`src/rtl/serial_add_sub.sv`:
```
// serial_add_sub: bit-serial adder/subtractor, LSB-first, one full-adder slice plus a carry flop
module serial_add_sub #(
    parameter int WIDTH = 8
) (
    input  logic             clk,
    input  logic             rst,
    input  logic             start,
    input  logic             sub,
    input  logic [WIDTH-1:0] a,
    input  logic [WIDTH-1:0] b,
    output logic [WIDTH-1:0] result,
    output logic             cout,
    output logic             overflow,
    output logic             busy,
    output logic             done
);
    localparam int CW = $clog2(WIDTH) + 1;

    typedef enum logic [1:0] {IDLE, RUN, DONE} state_t;

    state_t           state;
    logic [WIDTH-1:0] a_sh, b_sh, r_sh, r_next;
    logic [CW-1:0]    cnt;
    logic             carry, s, carry_next, last;

    // single full-adder slice on the current LSBs; sum enters the result shifter at the MSB
    always_comb begin
        s          = a_sh[0] ^ b_sh[0] ^ carry;
        carry_next = (a_sh[0] & b_sh[0]) | (carry & (a_sh[0] ^ b_sh[0]));
        r_next     = (r_sh >> 1) | (WIDTH'(s) << (WIDTH - 1));
        last       = cnt == CW'(WIDTH - 1);
    end

    // control FSM and datapath; on the last bit the carry before update is the carry into the MSB
    always_ff @(posedge clk) begin
        if (rst) begin
            state    <= IDLE;
            a_sh     <= '0;
            b_sh     <= '0;
            r_sh     <= '0;
            carry    <= 1'b0;
            cnt      <= '0;
            result   <= '0;
            cout     <= 1'b0;
            overflow <= 1'b0;
            busy     <= 1'b0;
            done     <= 1'b0;
        end else begin
            case (state)
                IDLE: if (start) begin
                    state <= RUN;
                    busy  <= 1'b1;
                    a_sh  <= a;
                    b_sh  <= b ^ {WIDTH{sub}};
                    carry <= sub;
                    cnt   <= '0;
                end
                RUN: begin
                    a_sh  <= a_sh >> 1;
                    b_sh  <= b_sh >> 1;
                    r_sh  <= r_next;
                    carry <= carry_next;
                    cnt   <= cnt + 1'b1;
                    if (last) begin
                        state    <= DONE;
                        busy     <= 1'b0;
                        done     <= 1'b1;
                        result   <= r_next;
                        cout     <= carry_next;
                        overflow <= carry ^ carry_next;
                    end
                end
                DONE: begin
                    state <= IDLE;
                    done  <= 1'b0;
                end
                default: state <= IDLE;
            endcase
        end
    end
endmodule

```
`config.mk`:
```
export PLATFORM = sky130hd
export DESIGN_NAME = serial_add_sub
export DESIGN_NICKNAME = d
export VERILOG_FILES = /design/src/rtl/serial_add_sub.sv
export SDC_FILE = /design/constraint.sdc
export NUM_CORES = 1
export LEC_CHECK = 0
export ABC_AREA = 0
export CORE_MARGIN = 1
export CORE_UTILIZATION = 50
export DETAILED_ROUTE_END_ITERATION = 8
export PLACE_DENSITY = 0.76
export SYNTH_ARGS = -nofsm -noshare
export SYNTH_HDL_FRONTEND = slang
export SYNTH_SLANG_ARGS = --single-unit
```
`constraint.sdc`:
```
create_clock -name clk -period 3.35 [get_ports clk]
set_clock_uncertainty 0.15 [all_clocks]
set_input_delay 0.67 -clock clk [delete_from_list [all_inputs] [get_ports clk]]
set_output_delay 0.67 -clock clk [all_outputs]
set_load 0.1 [all_outputs]
```
# --- Yosys cells after proc, flatten, opt, wreduce, memory -nomap -nowiden ---
# Cells that the tools add are included.
totals:
  input_bits: 20
  register_bits: 43
  out_inout_bits: 12
classes:
  n_bitwise: 8
  n_mux: 16
  n_eq_ne: 5
  n_addsub: 1
  reduce_logical: 8
op_table:
  columns: ["cell", "count"]
  rows:
  - ["8-bit case mux with 2 select lines", 2]
  - ["8-bit two-way mux", 2]
  - ["7-bit by 8-bit bitwise OR with 8-bit output", 1]
  - ["4-bit case mux with 2 select lines", 1]
  - ["2-bit AND reduction", 4]
  - ["8-bit XOR", 1]
  - ["1-bit case mux with 2 select lines", 3]
  - ["4-bit by 1-bit adder with 4-bit output, second input constant", 1]
  - ["4-bit by 3-bit equality test with 1-bit output, second input constant", 1]
  - ["1-bit two-way mux", 4]
  - ["2-bit two-way mux", 2]
  - ["4-bit two-way mux", 1]
  - ["2-bit != test, second input constant", 2]
  - ["2-bit case mux with 2 select lines", 1]
  - ["2-bit nonzero test", 2]
  - ["3-bit AND reduction", 1]
  - ["1-bit XOR", 3]
  - ["1-bit bitwise AND", 2]
  - ["2-bit by 1-bit equality test with 1-bit output, second input constant", 1]
  - ["2-bit equality test, second input constant", 1]
  - ["2-bit zero test", 1]
  - ["1-bit bitwise OR", 1]

# --- Longest topological paths before layout ---
# Gate-level depths: netlist of the first run.
depth:
  word_depth: 4
  mapped_depth: 5
  ltp_nobuf: 4

# --- Worst setup path before layout of the first run ---
# Ideal clock, no wire load.
synth_path:
  path_type: "register to output"
  start: "register overflow"
  end: "output overflow"
  t_arrival_ns: 0.925
  slack_ns: 1.605
  stages_incl_launch_ff: 1
  path_buffers: 0
  required_ns: 2.530
  cell_sequence: "dfxtp_1"
synth_rtl:
  columns: ["element", "line_no", "source"]
  rows:
  - ["from (decl)", "13", "output logic overflow,"]
  - ["from (signal assigned)", "70", "overflow <= carry ^ carry_next;"]
# No word-level cell between the ends.

# --- Worst setup path after layout of the first run ---
layout_path:
  start: "input start"
  end: "register b_sh[1]"
layout_via:
  elab_chain_cells: 2
layout_rtl:
  columns: ["element", "line_no", "source"]
  rows:
  - ["from (decl)", "7", "input logic start,"]
  - ["2-bit != test (no line)", null, null]
  - ["2-bit AND reduction (no line)", null, null]
  - ["to (signal assigned)", "54", "b_sh <= b ^ {WIDTH{sub}};"]
  - ["to (signal assigned)", "60", "b_sh <= b_sh >> 1;"]
  - ["to (decl)", "22", "logic [WIDTH-1:0] a_sh, b_sh, r_sh, r_next;"]
# Every way passes these cells.
# A chain may end at the register's enable or synchronous reset.

==> flow_metrics.py, run 1 <==
metrics = {
    "die": {
        "dieArea_um2": 3860,
        "die_y_um": 62.13,
        "core_um2": 3390,
        "die-width_um": 62.13,
        "ios": 32,
        "initial_core_util_pct": 53.34,
        "num_rows": 21,
    },
    "global_routing": {
        "overflow": 0,
        "grt_pass1_wl_mm": 6.354,
        "grt_pass1_vias": 1454,
        "antenna_found_initial": 0,
        "grt_start_max_net_pins": 26,
        "track_usage_pct": 20.88,
    },
    "route": {
        "first_pass_iters": 4,
        "wire_per_inst_um": 13.46,
        "vias": 1559,
        "antenna_left": 0,
        "avgViaCountPerCell": 5.649,
        "wirelength_mm": 3.716,
        "drc": 0,
        "drtIter0Drc": 101,
    },
    "sta": {
        "period_share_pct": 63.08,
        "min_period_ns": 2.113,
        "fin_setup_tns_ns": 0,
        "report.final.setup_viol": 0,
        "hold_viol": 0,
        "rsz0062_at_grt": "no",
        "drv_slew": 0,
        "relSlewSlack_pct": 55.14,
        "fmax_mhz": 473.2,
        "tightest_slew_ns": 0.6725,
    },
    "power_and_ir_drop": {
        "power_density_nw_per_um2": 501.8,
        "clkPwrFrac_pct": 37.9,
        "seqPwrFrac_pct": 48.9,
        "switching_share_pct": 23.25,
        "p_comb_share_pct": 13.1,
        "leakage_nw": 0.7981,
        "peakVddDrop_mv": 0.4196,
        "power.internal_mw": 0.8409,
        "switchingPower_mw": 0.2548,
    },
    "layout": {
        "syn2layout_area_growth_pct": 20.76,
        "diodes": 0,
        "nNetsFinal": 251,
        "stdcell_area_um2": 2183,
        "final_layout_size_suffix_gt1_share_pct": 12.61,
    },
    "worst_hold_path": {
        "hold_class": "flip-flop to flip-flop",
    },
    "logic_synthesis": {
        "ys_warn_count": 0,
        "ys_ff_latch": 42,
        "ys.flop_type": "dfxtp_1",
        "synth.most_common_cell": "dfxtp_1",
        "netlist.area_leader.share_pct": 46.51,
        "async_flop_share_pct": 0,
        "avgSynthCellArea_um2": 8.863,
        "netlist_area_um2": 1808,
        "synth_area_leaders": "dfxtp_1 (47%), a21oi_1 (6.4%), nand2_1 (4.4%), a22o_1 (3.9%), xnor2_1 (3.9%)",
        "ys_seq_area_share_pct": 46.51,
        "synth-edff-count": 0,
        "synthesis.nets": 226,
        "synthTopCellsByCount": "dfxtp_1 (42), a21oi_1 (23), nand2_1 (21), nor2_1 (15), o21ai_0 (13)",
        "yosysTopAreaCell": "dfxtp_1",
        "synthCells": 204,
        "ys_types": 32,
    },
    "setup_path": {
        "path_class": "primary input to flip-flop",
        "worstPathRequired_ns": 3.47,
        "slowest_stage": "clkdlybuf4s50_1",
        "slowest_delay_ns": 0.71,
        "crit_buf_inv": 1,
        "cp_top_family": "buffers and inverters",
        "critical_path.startpoint_type": "primary input",
        "critPathArrivalTime_ns": 2.24,
        "critPathMaxFanout": 11,
        "crit_path_end_kind": "flip-flop",
        "path_cells": "clkdlybuf4s50_1 -> nor3b_2 -> nand2_1 -> o22ai_1",
    },
    "clocking": {
        "cts_setup_buffers": 0,
        "clkSinkCount": 42,
        "numCtsBuffers": 5,
        "cts_max_level": 2,
        "cts-root-buf": "clkbuf_4",
        "ctsHoldBuffers": 0,
        "clock_path_buffers": 2,
        "clkLatencyLatePin_ns": 0.36,
        "clk_pin_slew_ns": 0.13,
        "ctsResizeCount": 0,
        "cts_tree": "built",
    },
    "placed_design": {
        "dp_hpwl_mm": 2.541,
        "dpl_cell_area_um2": 2072,
        "io_buffer_count": 31,
        "place_congestion": 0.8000,
    },
    "run_status": {
        "status": "finished, final reports clean",
    },
    "flow_run": {
        "drv_cap": 0,
    },
}
per-stage QoR:
stage	total power [mW]	instances	hold WS (ns)	util (%)	setup WS, ns
after floorplan	0.6525	204	0.2866	-	1.605
after global placement	0.6853	268	0.2956	61.13	0.9577
after detailed placement	0.6910	268	0.3111	61.13	0.8970
after CTS	1.099	276	0.3297	64.41	1.249
after global routing	1.145	276	0.3492	64.41	1.114
final	1.096	276	0.3235	64.41	1.237
sequential cells by signal (all words and copies together), names as in the netlist:
| register | count |
|---|---|
| cnt | 4 |
| a_sh | 8 |
| done | 1 |
| result | 8 |
| busy | 1 |
| state | 2 |
| cout | 1 |
| r_sh | 7 |
| overflow | 1 |
| b_sh | 8 |
| carry | 1 |
worst min-delay path, delay by kind of cell (launching register included):
family	cells	cell delay [ns]
simple gates	1	0.05
flops	1	0.33
compound gates	1	0.05
area by class of cell:
type	count	area, µm²
tap	46	57.56
clock buffer	6	51.30
sequential	42	840.8
clock inverter	2	60.06
inverter	10	37.54
fill	295	1206
multi-input combinational	136	833.3
timing repair buffer	34	302.8
power groups by stage:
| stage | Combinational, mW | Sequential [mW] | Clock (mW) |
|---|---|---|---|
| floorplan | 0.0982 | 0.554 | 0 |
| global placement | 0.139 | 0.546 | 0 |
| detailed placement | 0.144 | 0.547 | 0 |
| CTS | 0.145 | 0.536 | 0.419 |
| global route | 0.160 | 0.539 | 0.446 |
| finish | 0.144 | 0.536 | 0.416 |
kinds of logic after synthesis:
| family | after synthesis | share of synthesized area [%] |
|---|---|---|
| AO/OA/AOI/OAI | 71 | 25.74 |
| AND/OR/NAND/NOR | 53 | 13.56 |
| flip-flops | 42 | 46.51 |
| buffers and inverters | 26 | 7.405 |
| XOR/XNOR | 9 | 4.360 |
| adder cells (fa/ha/maj) | 2 | 1.799 |
| multiplexers | 1 | 0.6228 |
layout by cell type, fill, tap and decap left out:
cell and instances:
nor3b_2 1, nor2b_2 1, fa_1 1, clkdlybuf4s50_1 19, nand2_1 21, nand3_1 9
bufinv_16 2, o32a_1 1, o21bai_2 1, o21ba_2 1, a221oi_1 6, nor3b_1 1
xnor2_1 8, a21oi_1 23, clkbuf_8 1, o21ai_0 13, and3b_1 1, nand2b_1 1
o22ai_1 7, dfxtp_1 42, a22o_1 8, buf_4 15, inv_1 10, nand3b_1 2
xor2_1 1, a211oi_2 1, mux2_2 1, nor2_1 15, a22oi_1 9, ha_1 1
clkbuf_4 5, nand4_1 1, a211oi_1 1
path summary, 6_finish.rpt:
kind / from / to / slack (ns) / cells past startpoint
min reg2reg: r_sh[1] / r_sh[1] / 0.32 / 2
max: start / b_sh[1] / 1.24 / 4
max reg2reg: state[0] / cnt[3] / 1.45 / 4
min: r_sh[1] / r_sh[1] / 0.32 / 2
per-layer routing:
layer | share of wire [%] | global-route usage, % | up-vias
met3 | 3.8 | 3.860 | 9
met2 | 49 | 34.89 | 38
li1 | - | - | 770
met1 | 45 | 25.70 | 742
met4 | 2.0 | 10.47 | 0
met5 | 0 | 0 | -
(Power assumes the default switching activity.)
==> run 2: changes to the inputs <==
clock period = 2.1 ns   (was 3.35 ns; I/O delays follow)
==> run 2 against run 1 <==
Non-clock buffer count grew 9. Combinational power increased by 68%. Core utilization grew 1.0 points. Largest power group unchanged.
==> flow_metrics.py, run 2 (synthesis results as in run 1) <==
metrics = {
    "run_status": {
        "status": "finished, final reports clean",
    },
    "power_and_ir_drop": {
        "leakage_nw": 0.8218,
        "power_density_nw_per_um2": 731.8,
        "total_power_mw": 1.624,
        "peakVddDrop_mv": 0.3719,
    },
    "flow_run": {
        "drv_cap": 0,
    },
    "sta": {
        "relSlewSlack_pct": 59.41,
        "hold_viol": 0,
        "tightest_slew_ns": 0.6080,
        "period_share_pct": 84.40,
        "min_period_ns": 1.772,
        "fin_setup_tns_ns": 0,
        "drv_slew": 0,
        "rsz0062_at_grt": "no",
        "report.final.setup_viol": 0,
        "fmax_mhz": 564.2,
    },
    "global_routing": {
        "track_usage_pct": 21.81,
        "grt_pass1_wl_mm": 6.589,
        "antenna_found_initial": 0,
        "grt_pass1_vias": 1479,
        "grt_start_max_net_pins": 17,
        "overflow": 0,
    },
    "setup_path": {
        "slowest_stage": "dfxtp_1",
        "crit_path_end_kind": "flip-flop",
        "worstPathRequired_ns": 2.24,
        "slowest_delay_ns": 0.73,
        "regToRegStartpoint": "state[0]",
        "cp-startpoint": "state[0]",
        "critical_path.startpoint_type": "flip-flop",
        "critPathMaxFanout": 16,
        "path_cells": "nor2b_2 -> buf_4 -> a22oi_1 -> o22ai_1",
        "critPathArrivalTime_ns": 1.91,
        "path_class": "flip-flop to flip-flop",
    },
    "clocking": {
        "clk_pin_slew_ns": 0.12,
        "cts_setup_buffers": 0,
        "ctsResizeCount": 0,
        "clkLatencyLatePin_ns": 0.36,
        "clkSinkCount": 42,
        "numCtsBuffers": 5,
        "cts_max_level": 2,
        "clock_path_buffers": 2,
        "ctsHoldBuffers": 0,
        "cts-root-buf": "clkbuf_4",
        "cts_tree": "built",
    },
    "die": {
        "ios": 32,
        "initial_core_util_pct": 53.34,
        "die-width_um": 62.13,
        "core_um2": 3390,
        "dieArea_um2": 3860,
        "num_rows": 21,
        "die_y_um": 62.13,
    },
    "layout": {
        "nFillCells": 294,
        "nNetsFinal": 260,
        "final_layout_size_suffix_gt1_share_pct": 15.48,
        "top_regs": "a_sh x8, b_sh x8, result x8",
        "final_common_cell": "dfxtp_1",
        "diodes": 0,
        "final_cell_mix": "dfxtp_1 (42), buf_4 (24), a21oi_1 (23), nand2_1 (21), clkdlybuf4s50_1 (19)",
        "syn2layout_area_growth_pct": 22.70,
    },
    "route": {
        "drtIter0Drc": 107,
        "wire_per_inst_um": 13.63,
        "first_pass_iters": 4,
        "avgViaCountPerCell": 5.565,
        "antenna_left": 0,
        "drc": 0,
        "vias": 1586,
        "wirelength_mm": 3.885,
    },
    "placed_design": {
        "place_congestion": 0.7885,
        "io_buffer_count": 31,
        "dp_hpwl_mm": 2.776,
    },
    "worst_hold_path": {
        "min-delay-start": "r_sh[1]",
        "hold_class": "flip-flop to flip-flop",
    },
}
[run 2: report_power, final]
part           internal, mW  switching [mW]  total (mW)
logic                 0.119           0.123       0.242
clock network         0.251           0.267       0.518
registers             0.834          0.0294       0.864
[run 2: layer usage]
layer / GRT usage [%] / up-vias / wire, µm
met5: 0 / - / 0
met3: 6.066 / 5 / 177
li1: - / 790 / -
met4: 9.302 / 0 / 53
met1: 27.71 / 749 / 1781
met2: 34.62 / 42 / 1873
[run 2: path summary, 6_finish.rpt]
check	to	slack, ns	cells past startpoint
setup reg to reg	b_sh[1]	0.33	4
setup / recovery	b_sh[1]	0.33	4
hold / removal	r_sh[1]	0.32	2
hold reg to reg	r_sh[1]	0.32	2
[run 2: per-stage QoR]
| step | hold WS, ns | instances | util (%) | worst slack, ns | cell area, µm² |
|---|---|---|---|---|---|
| 5_1_grt | 0.3374 | 285 | 65.45 | 0.2090 | 2218 |
| 4_1_cts | 0.3196 | 285 | 65.45 | 0.3493 | 2218 |
| 3_5_place_dp | 0.3019 | 277 | 63.12 | 0.1352 | 2140 |
| 2_1_floorplan | 0.2866 | 204 | - | 0.6034 | 1808 |
| 3_3_place_gp | 0.2960 | 277 | 63.12 | 0.1918 | 2140 |
| 6_report | 0.3177 | 285 | 65.45 | 0.3276 | 2218 |
[run 2: area by class of cell]
cell class                 count  area, µm²  area share, %
clock buffer                   6      41.29          1.861
tap                           46      57.56          2.594
multi-input combinational    136      833.3          37.56
clock inverter                 2      37.54          1.692
inverter                      10      37.54          1.692
timing repair buffer          43      370.4          16.69
sequential                    42      840.8          37.90
[run 2: worst max-delay path, delay by kind of cell (launching register included)]
kind / cells / cell delay, ns
flip-flops: 1 / 0.73
AND/OR/NAND/NOR: 1 / 0.35
AO/OA/AOI/OAI: 2 / 0.26
buffers and inverters: 1 / 0.22
==> run 3: changes to the inputs <==
clock period = 1.7 ns   (was 2.1 ns; I/O delays follow)
==> run 3 against run 2 <==
Worst setup slack worse by 0.23 ns. Worst hold slack better by 0.0069 ns. Global-route usage grew 2.0 points. Count of clock-buffer cells in the layout stayed put. Clock power up 22%. Cell area increased by 9.2%. Core utilization up 6.1 points. Sequential share of layout area is 3.2 points lower. Final cell count is 2.5% higher. Die area did not move. Routed wire length increased by 12%.
==> flow_metrics.py, run 3 (synthesis results as in run 1) <==
metrics = {
    "global_routing": {
        "antenna_found_initial": 0,
        "grt_start_max_net_pins": 29,
        "grt_pass1_wl_mm": 7.058,
        "track_usage_pct": 23.82,
        "grt_pass1_vias": 1550,
        "overflow": 0,
    },
    "clocking": {
        "numCtsBuffers": 5,
        "clkSinkCount": 42,
        "clkLatencyLatePin_ns": 0.36,
        "cts-root-buf": "clkbuf_4",
        "cts_tree": "built",
        "clock_path_buffers": 2,
        "cts_max_level": 2,
        "clk_pin_slew_ns": 0.12,
    },
    "layout": {
        "syn2layout_area_growth_pct": 34.05,
        "top_regs": "a_sh x8, b_sh x8, result x8",
        "final_common_cell": "dfxtp_1",
        "diodes": 0,
        "final_layout_size_suffix_gt1_share_pct": 18.70,
        "final_cell_mix": "dfxtp_1 (41), a21oi_1 (23), nand2_1 (21), clkdlybuf4s50_1 (19), buf_4 (19)",
        "nNetsFinal": 267,
    },
    "setup_path": {
        "crit_path_end_kind": "flip-flop",
        "slowest_delay_ns": 0.45,
        "critPathArrivalTime_ns": 1.72,
        "critPathMaxFanout": 28,
        "path_class": "flip-flop to flip-flop",
        "path_cells": "nor2b_2 -> buf_4 -> a21oi_1 -> a211oi_1",
        "critical_path.startpoint_type": "flip-flop",
        "worstPathRequired_ns": 1.82,
        "slowest_stage": "dfxtp_2",
    },
    "die": {
        "core_um2": 3390,
        "num_rows": 21,
        "die_y_um": 62.13,
        "dieArea_um2": 3860,
        "ios": 32,
        "initial_core_util_pct": 53.34,
        "die-width_um": 62.13,
    },
    "worst_hold_path": {
        "hold_class": "flip-flop to flip-flop",
    },
    "placed_design": {
        "dp_hpwl_mm": 3.110,
        "place_congestion": 0.7860,
        "place_ws_ns": -0.1063,
        "io_buffer_count": 31,
    },
    "route": {
        "avgViaCountPerCell": 5.586,
        "drc": 0,
        "vias": 1631,
        "wirelength_mm": 4.370,
        "drtIter0Drc": 114,
        "antenna_left": 0,
        "first_pass_iters": 5,
        "wire_per_inst_um": 14.97,
    },
    "power_and_ir_drop": {
        "peakVddDrop_mv": 0.6081,
        "power_density_nw_per_um2": 835.1,
        "leakage_nw": 0.8878,
    },
    "run_status": {
        "status": "finished, final reports clean",
    },
    "sta": {
        "rsz0062_at_grt": "no",
        "relSlewSlack_pct": 79.36,
        "period_share_pct": 94.09,
        "tightest_slew_ns": 0.3092,
        "fin_hold_ws_ns": 0.3247,
        "hold_viol": 0,
        "report.final.setup_viol": 0,
        "fmax_mhz": 625.2,
        "drv_slew": 0,
        "fin_ws_ns": 0.1005,
        "min_period_ns": 1.599,
    },
    "flow_run": {
        "drv_cap": 0,
    },
}
[run 3: final cells by class]
class | count | area (µm²)
fill | 254 | 965.9
tap | 46 | 57.56
sequential | 42 | 842.1
multi-input combinational | 136 | 834.6
inverter | 10 | 37.54
clock buffer | 6 | 41.29
clock inverter | 2 | 37.54
timing repair buffer | 50 | 573.1
[run 3: where the power goes]
part           switching (mW)  internal [mW]
Sequential             0.0346           1.03
Clock                   0.322          0.310
Combinational           0.166          0.160
[run 3: worst paths after layout]
| check | start | endpoint | slack [ns] | cells past startpoint |
|---|---|---|---|---|
| max reg2reg | state[0] | overflow | 0.10 | 4 |
| min reg2reg | r_sh[1] | r_sh[1] | 0.32 | 2 |
| max | state[0] | overflow | 0.10 | 4 |
| min | r_sh[1] | r_sh[1] | 0.32 | 2 |
[run 3: repair_timing]
action | in CTS | in global routing
buffers inserted | 0 | 2
endpoints found under the setup margin | 0 | 17
hold buffers | 0 | 0
resized for setup | 0 | 2
[run 3: critical path: cells and delay by family (launching register included)]
family	cells	cell delay, ns
DFF	1	0.45
AOI/OAI and AO/OA	2	0.39
buffers and inverters	1	0.30
and+or+nand+nor	1	0.20
[run 3: metal layers]
layer | part of all wire (%) | up-vias | global-route usage, % | wire length (µm)
met5 | 0 | - | 0 | 0
li1 | - | 799 | - | -
met1 | 42 | 776 | 27.63 | 1842
met2 | 51 | 45 | 41.62 | 2246
met3 | 3.9 | 11 | 4.228 | 172
met4 | 2.5 | 0 | 12.50 | 108
[run 3: through the flow]
| step | power [mW] | cell area, µm² | util (%) | cells | setup TNS (ns) |
|---|---|---|---|---|---|
| 2_1_floorplan | 1.286 | 1808 | - | 204 | 0 |
| 3_3_place_gp | 1.389 | 2327 | 68.66 | 282 | -0.3146 |
| 3_5_place_dp | 1.406 | 2327 | 68.66 | 282 | -1.064 |
| 4_1_cts | 2.028 | 2406 | 70.99 | 290 | 0 |
| 5_1_grt | 2.107 | 2424 | 71.50 | 292 | 0 |
| 6_report | 2.024 | 2424 | 71.50 | 292 | 0 |
